==> config.mk <==
export PLATFORM = sky130hd
export DESIGN_NAME = mips_mc_controller_flat
export DESIGN_NICKNAME = d
export VERILOG_FILES = /design/src/rtl/mips_mc_controller_if.sv /design/src/rtl/mips_mc_controller.sv /design/src/flat_wrapper.sv
export SDC_FILE = /design/constraint.sdc
export NUM_CORES = 1
export LEC_CHECK = 0
export CAP_MARGIN = 30
export CELL_PAD_IN_SITES_DETAIL_PLACEMENT = 1
export CELL_PAD_IN_SITES_GLOBAL_PLACEMENT = 2
export CORE_MARGIN = 2
export CORE_UTILIZATION = 19
export DETAILED_ROUTE_END_ITERATION = 12
export GPL_TIMING_DRIVEN = 0
export PLACE_DENSITY_LB_ADDON = 0.08
export SETUP_SLACK_MARGIN = 0.02
export SLEW_MARGIN = 15
export SYNTH_ARGS = -nofsm -noshare
export SYNTH_HDL_FRONTEND = slang
export SYNTH_SLANG_ARGS = --single-unit
export TNS_END_PERCENT = 50
==> constraint.sdc <==
create_clock -name clk -period 4.23 [get_ports clk]
set_clock_uncertainty 0.2 [all_clocks]
set_input_delay 1.269 -clock clk [delete_from_list [all_inputs] [get_ports clk]]
set_output_delay 1.269 -clock clk [all_outputs]
set_load 0.02 [all_outputs]
==> src/rtl/mips_mc_controller_if.sv <==
// Control bus between the multicycle controller and the datapath.
// master: controller side (decode inputs in, control strobes out); slave: datapath/bench side.
interface mips_mc_controller_if;
    logic [5:0] op;
    logic [5:0] funct;
    logic       zero;
    logic       mem_ready;
    logic       mem_req;
    logic       iord;
    logic       memwrite;
    logic       irwrite;
    logic       pcen;
    logic       regdst;
    logic       memtoreg;
    logic       regwrite;
    logic       alusrca;
    logic [1:0] alusrcb;
    logic [1:0] pcsrc;
    logic [2:0] alucontrol;
    logic       illegal;
    logic       instr_done;
    logic [3:0] state;

    modport master (
        input  op, funct, zero, mem_ready,
        output mem_req, iord, memwrite, irwrite, pcen, regdst, memtoreg,
               regwrite, alusrca, alusrcb, pcsrc, alucontrol, illegal,
               instr_done, state
    );

    modport slave (
        output op, funct, zero, mem_ready,
        input  mem_req, iord, memwrite, irwrite, pcen, regdst, memtoreg,
               regwrite, alusrca, alusrcb, pcsrc, alucontrol, illegal,
               instr_done, state
    );
endinterface

==> src/rtl/mips_mc_controller.sv <==
// Multicycle MIPS control FSM: fetch/decode/execute/memory/writeback sequencing.
// Ports: clk, reset (async, active-low), bus (master modport of mips_mc_controller_if).
module mips_mc_controller (
    input  logic                  clk,
    input  logic                  reset,
    mips_mc_controller_if.master  bus
);

    typedef enum logic [3:0] {
        S_FETCH   = 4'd0,
        S_DECODE  = 4'd1,
        S_MEMADR  = 4'd2,
        S_MEMRD   = 4'd3,
        S_MEMWB   = 4'd4,
        S_MEMWR   = 4'd5,
        S_EXECUTE = 4'd6,
        S_ALUWB   = 4'd7,
        S_BRANCH  = 4'd8,
        S_ADDIEX  = 4'd9,
        S_ADDIWB  = 4'd10,
        S_JUMP    = 4'd11
    } state_e;

    localparam logic [5:0] OP_LW   = 6'b100011;
    localparam logic [5:0] OP_SW   = 6'b101011;
    localparam logic [5:0] OP_RTYP = 6'b000000;
    localparam logic [5:0] OP_BEQ  = 6'b000100;
    localparam logic [5:0] OP_ADDI = 6'b001000;
    localparam logic [5:0] OP_J    = 6'b000010;

    state_e state_q, state_d;

    logic       rdy;
    logic       funct_ok;
    logic       pcwrite, branch;
    logic [1:0] aluop;
    logic       mem_req, iord, memwrite, irwrite;
    logic       regdst, memtoreg, regwrite, alusrca;
    logic [1:0] alusrcb, pcsrc;
    logic       illegal, instr_done;
    logic [2:0] alucontrol;

    // While reset is held the FSM sits in FETCH; masking ready keeps
    // irwrite/pcen low so nothing is committed during reset.
    assign rdy = bus.mem_ready & reset;

    always_comb begin
        funct_ok = 1'b0;
        case (bus.funct)
            6'b100000, 6'b100010, 6'b100100,
            6'b100101, 6'b101010: funct_ok = 1'b1;
            default:              funct_ok = 1'b0;
        endcase
    end

    always_ff @(posedge clk or negedge reset) begin
        if (!reset) state_q <= S_FETCH;
        else        state_q <= state_d;
    end

    always_comb begin
        state_d    = S_FETCH;
        mem_req    = 1'b0;
        iord       = 1'b0;
        memwrite   = 1'b0;
        irwrite    = 1'b0;
        pcwrite    = 1'b0;
        branch     = 1'b0;
        regdst     = 1'b0;
        memtoreg   = 1'b0;
        regwrite   = 1'b0;
        alusrca    = 1'b0;
        alusrcb    = 2'b00;
        pcsrc      = 2'b00;
        aluop      = 2'b00;
        illegal    = 1'b0;
        instr_done = 1'b0;
        case (state_q)
            S_FETCH: begin
                mem_req = 1'b1;
                alusrcb = 2'b01;
                if (rdy) begin
                    irwrite = 1'b1;
                    pcwrite = 1'b1;
                    state_d = S_DECODE;
                end else begin
                    state_d = S_FETCH;
                end
            end
            S_DECODE: begin
                alusrcb = 2'b11;
                unique case (1'b1)
                    (bus.op == OP_LW),
                    (bus.op == OP_SW):   state_d = S_MEMADR;
                    (bus.op == OP_RTYP): state_d = S_EXECUTE;
                    (bus.op == OP_BEQ):  state_d = S_BRANCH;
                    (bus.op == OP_ADDI): state_d = S_ADDIEX;
                    (bus.op == OP_J):    state_d = S_JUMP;
                    default: begin
                        illegal = 1'b1;
                        state_d = S_FETCH;
                    end
                endcase
            end
            S_MEMADR: begin
                alusrca = 1'b1;
                alusrcb = 2'b10;
                state_d = (bus.op == OP_SW) ? S_MEMWR : S_MEMRD;
            end
            S_MEMRD: begin
                mem_req = 1'b1;
                iord    = 1'b1;
                state_d = rdy ? S_MEMWB : S_MEMRD;
            end
            S_MEMWB: begin
                memtoreg   = 1'b1;
                regwrite   = 1'b1;
                instr_done = 1'b1;
            end
            S_MEMWR: begin
                mem_req  = 1'b1;
                iord     = 1'b1;
                memwrite = 1'b1;
                if (rdy) begin
                    instr_done = 1'b1;
                    state_d    = S_FETCH;
                end else begin
                    state_d = S_MEMWR;
                end
            end
            S_EXECUTE: begin
                alusrca = 1'b1;
                aluop   = 2'b10;
                if (funct_ok) begin
                    state_d = S_ALUWB;
                end else begin
                    illegal = 1'b1;
                    state_d = S_FETCH;
                end
            end
            S_ALUWB: begin
                regdst     = 1'b1;
                regwrite   = 1'b1;
                instr_done = 1'b1;
            end
            S_BRANCH: begin
                alusrca    = 1'b1;
                aluop      = 2'b01;
                pcsrc      = 2'b01;
                branch     = 1'b1;
                instr_done = 1'b1;
            end
            S_ADDIEX: begin
                alusrca = 1'b1;
                alusrcb = 2'b10;
                state_d = S_ADDIWB;
            end
            S_ADDIWB: begin
                regwrite   = 1'b1;
                instr_done = 1'b1;
            end
            S_JUMP: begin
                pcsrc      = 2'b10;
                pcwrite    = 1'b1;
                instr_done = 1'b1;
            end
            default: state_d = S_FETCH;
        endcase
    end

    always_comb begin
        alucontrol = 3'b010;
        case (aluop)
            2'b01: alucontrol = 3'b110;
            2'b10: begin
                case (bus.funct)
                    6'b100010: alucontrol = 3'b110;
                    6'b100100: alucontrol = 3'b000;
                    6'b100101: alucontrol = 3'b001;
                    6'b101010: alucontrol = 3'b111;
                    default:   alucontrol = 3'b010;
                endcase
            end
            default: alucontrol = 3'b010;
        endcase
    end

    assign bus.mem_req    = mem_req;
    assign bus.iord       = iord;
    assign bus.memwrite   = memwrite;
    assign bus.irwrite    = irwrite;
    assign bus.pcen       = pcwrite | (branch & bus.zero);
    assign bus.regdst     = regdst;
    assign bus.memtoreg   = memtoreg;
    assign bus.regwrite   = regwrite;
    assign bus.alusrca    = alusrca;
    assign bus.alusrcb    = alusrcb;
    assign bus.pcsrc      = pcsrc;
    assign bus.alucontrol = alucontrol;
    assign bus.illegal    = illegal;
    assign bus.instr_done = instr_done;
    assign bus.state      = state_q;

endmodule

==> src/flat_wrapper.sv <==
// flat-port wrapper written by rule: the top's interface ports become plain ports
module mips_mc_controller_flat 
  (clk, reset, bus_op, bus_funct, bus_zero, bus_mem_ready, bus_mem_req, bus_iord, bus_memwrite, bus_irwrite, bus_pcen, bus_regdst, bus_memtoreg, bus_regwrite, bus_alusrca, bus_alusrcb, bus_pcsrc, bus_alucontrol, bus_illegal, bus_instr_done, bus_state);
  mips_mc_controller_if bus_i ();
  input  logic clk;
  input  logic reset;
  input wire logic [$bits(bus_i.op)-1:0] bus_op;
  input wire logic [$bits(bus_i.funct)-1:0] bus_funct;
  input wire logic [$bits(bus_i.zero)-1:0] bus_zero;
  input wire logic [$bits(bus_i.mem_ready)-1:0] bus_mem_ready;
  output wire logic [$bits(bus_i.mem_req)-1:0] bus_mem_req;
  output wire logic [$bits(bus_i.iord)-1:0] bus_iord;
  output wire logic [$bits(bus_i.memwrite)-1:0] bus_memwrite;
  output wire logic [$bits(bus_i.irwrite)-1:0] bus_irwrite;
  output wire logic [$bits(bus_i.pcen)-1:0] bus_pcen;
  output wire logic [$bits(bus_i.regdst)-1:0] bus_regdst;
  output wire logic [$bits(bus_i.memtoreg)-1:0] bus_memtoreg;
  output wire logic [$bits(bus_i.regwrite)-1:0] bus_regwrite;
  output wire logic [$bits(bus_i.alusrca)-1:0] bus_alusrca;
  output wire logic [$bits(bus_i.alusrcb)-1:0] bus_alusrcb;
  output wire logic [$bits(bus_i.pcsrc)-1:0] bus_pcsrc;
  output wire logic [$bits(bus_i.alucontrol)-1:0] bus_alucontrol;
  output wire logic [$bits(bus_i.illegal)-1:0] bus_illegal;
  output wire logic [$bits(bus_i.instr_done)-1:0] bus_instr_done;
  output wire logic [$bits(bus_i.state)-1:0] bus_state;
  assign bus_i.op = bus_op;
  assign bus_i.funct = bus_funct;
  assign bus_i.zero = bus_zero;
  assign bus_i.mem_ready = bus_mem_ready;
  assign bus_mem_req = bus_i.mem_req;
  assign bus_iord = bus_i.iord;
  assign bus_memwrite = bus_i.memwrite;
  assign bus_irwrite = bus_i.irwrite;
  assign bus_pcen = bus_i.pcen;
  assign bus_regdst = bus_i.regdst;
  assign bus_memtoreg = bus_i.memtoreg;
  assign bus_regwrite = bus_i.regwrite;
  assign bus_alusrca = bus_i.alusrca;
  assign bus_alusrcb = bus_i.alusrcb;
  assign bus_pcsrc = bus_i.pcsrc;
  assign bus_alucontrol = bus_i.alucontrol;
  assign bus_illegal = bus_i.illegal;
  assign bus_instr_done = bus_i.instr_done;
  assign bus_state = bus_i.state;
  mips_mc_controller u_core (.clk(clk), .reset(reset), .bus(bus_i));
endmodule
==> key figures <==
Power and ir drop
  – Pwr Total: ~360 uW
  – Max VDD drop: 0.09542 mV
  – Static Leakage: 0.0004695 uW
  – Power density over cell area: 324.2 nW/um2

STA
  – Actual slew at the worst max-slew pin: slightly below 0.4 ns
  – Max Freq: 0.2393 GHz
  – Final setup viols: 0
  – Final setup margin: between 0.05 and 0.06 ns
  – RSZ-0062 raised after global routing: yes
  – Hold_ws: around 0.49 ns
  – Headroom to the max-slew limit: 0.7373
  – Hold Vio Cnt, Final: 0
  – Pins over their slew limit: 0
  – Tcrit/Tclk final: 0.9880
  – Crit path time final: about 4.2 ns

Logic synthesis
  – Synth warn: 0
  – Seq/Total Area, Yosys: 0.1518
  – Area share of xor/xnor cells in the synthesized design: 0.03985
  – Syn Nets: 120
  – Count leader, synth: nor2_1
  – Post-synth top area share: 0.1518
  – Area leader, netlist: dfrtp_1
  – Synth top cells by count: nor2_1, nand2_1, a21oi_1
  – Seq cells post-synth: 4
  – Synth Area in Simple Gates: 0.4099
  – Post-Synthesis Cells: 101
  – Average cell area after synthesis: roughly 6.5 um2
  – Number of flops mapped to enable cells by yosys: 0
  – Post-synthesis mux area share: 0.01708
  – Fraction of registers with async set/reset: 1.000
  – Largest family of logic cells by synthesized area: simple AND/OR/NAND/NOR gates
  – Mapped Area: 659.4 um2
  – Compound-Gate Fraction of Synth Area: 0.2505
  – Synth Area in Adders: 0.05693
  – Count of different cell masters after synthesis: 33
  – Top_reg_cell synth: dfrtp_1
  – Ranking of synthesized cells by area: dfrtp_1, nor2_1, a21oi_1, nand2_1, ha_1

Setup path
  – Crit path kind: input port to primary output
  – WP data arrival: between 2 and 3 ns
  – Max FO, Critical Path: 3
  – CP Launch Type: input port
  – CP required: around 2.8 ns
  – Critical Path End Type: primary output

Clocking
  – Clk_lat worst skew: roughly 0.23 ns
  – Root Driver: clkbuf_4
  – Clk slew on worst S/H paths: roughly 0.04 ns
  – Clock sink total: 4
  – TritonCTS clock tree: done
  – Setup bufs post-CTS: 0
  – Clock Tree Buf Depth: 2
  – H-tree levels: 1
  – CTS Buf Count: 3

GRT
  – First-pass GRT wire length: 4105 um
  – GRT busiest layer: met2
  – Total track usage: 0.1246
  – Largest net degree at the start of global routing: 11
  – Met3 Usage GRT: 0.01982
  – Vias in the first global route: slightly above 900
  – GRT met1 Usage: 0.1623
  – Grt ovf: 0
  – Initial antenna violation count: 0
  – Global Route met2 Usage: 0.2154

Route
  – Post-route DRC violation count: 0
  – Drt pass-1 iters: 4
  – Post-route ant nets: 0
  – Total Wirelength: roughly 2400 um
  – Vias per cell: between 4 and 5
  – Vias: 869
  – DR WL/cell: between 10 and 15 um
  – DRT iter0 DRCs: between 40 and 50

Floorplan
  – Die width: between 60 and 70 um
  – Die area: about 4000 um2
  – Initial Utilization: 0.1976
  – I/O pin cnt: 38
  – Num rows: 21
  – Chip Height: ~63 um
  – CORE AREA: 3337 um2

Finish
  – N_diodes: 0
  – Max FFs per register: 4
  – Post-route cell area: about 1100 um2
  – Nets: 161
  – P&R area growth vs syn: 68.69%
  – Layout cell share with drive strength beyond 1: 0.1143
  – Core Util, Final: 0.3333
  – Fill cells: 430

Min path
  – HP Class: flop to flop

Place
  – Placed cell areas: 1077 um2
  – RePlAce Congestion: slightly above 0.7
  – Dpl ws: -0.3537 ns
  – Dpl hpwl: 1967 um
  – I/O Buffers: 36

Job
  – Max-Cap Viols: 0

Run status
  – Outcome: completed
report_power, final:
group          internal, uW  switching [uW]
registers              45.9            7.36
clock network          31.7            14.7
logic                   113             147
through the flow:
stage	cells	setup TNS, ns
2_1_floorplan	101	0
3_3_place_gp	183	-1.283
3_5_place_dp	183	-1.336
4_1_cts	186	-0.01375
5_1_grt	186	-0.04022
6_report	186	0
routing by layer:
layer  part of all wire  wire length, um
met4                  0                0
met5                  0                0
met2               0.50             1170
met3              0.030               70
met1               0.48             1123
worst paths after layout:
path / start / end / slack (ns) / cells past startpoint
min: u_core.bus.state[3] / u_core.bus.state[2] / 0.49 / 2
min in group asynchronous: reset / u_core.bus.state[0] / 0.85 / 1
max: bus_op[2] / bus_illegal / 0.05 / 5
max reg2reg: u_core.bus.state[0] / u_core.bus.state[1] / 2.43 / 5
max in group asynchronous: reset / u_core.bus.state[3] / 2.71 / 1
min reg2reg: u_core.bus.state[3] / u_core.bus.state[2] / 0.49 / 2
cell families after synthesis:
family          after synthesis
buf+inv                      11
simple gates                 54
xor+xnor                      3
mux                           1
fa+ha+maj                     3
compound gates               25
flops                         4
critical path: stages:
cell             delay (ns)
clkdlybuf4s50_1        0.55
xor2_1                 0.17
o211ai_1               0.12
a32o_1                 0.28
dlygate4sd2_1          0.32
final cells by class:
class,instances,area (um2),share of cell area
Buffer,6,30.03,0.02700
Clock buffer,3,22.52,0.02025
Inverter,5,18.77,0.01687
Sequential cell,4,100.1,0.08999
Multi-Input combinational cell,86,531.8,0.4781
Timing Repair Buffer,36,351.6,0.3161
Tap cell,46,57.56,0.05174
repair_timing:
item,in CTS,in global routing
hold buffers,0,0
resized for setup,12,5
hold endpoints to repair,0,0
setup endpoints to repair,7,3
pin swaps,1,0
cell usage in the layout (no fill, tap or decap), types with 2 or more instances in the layout:
cell type         n
a211o_1           2
a211oi_1          2
a21oi_1           9
buf_2             6
clkbuf_4          3
clkdlybuf4s50_1  26
dfrtp_1           4
dlygate4sd2_1     7
dlymetal6s2s_1    2
ha_1              3
inv_1             5
nand2_1          11
nand2b_1          2
nand3_1           4
nand4_1           3
nor2_1           12
nor2b_1           3
nor3_1            7
o211ai_1          2
o21ai_0           3
or3_1             2
xor2_1            2
(Power assumes the default switching activity.)
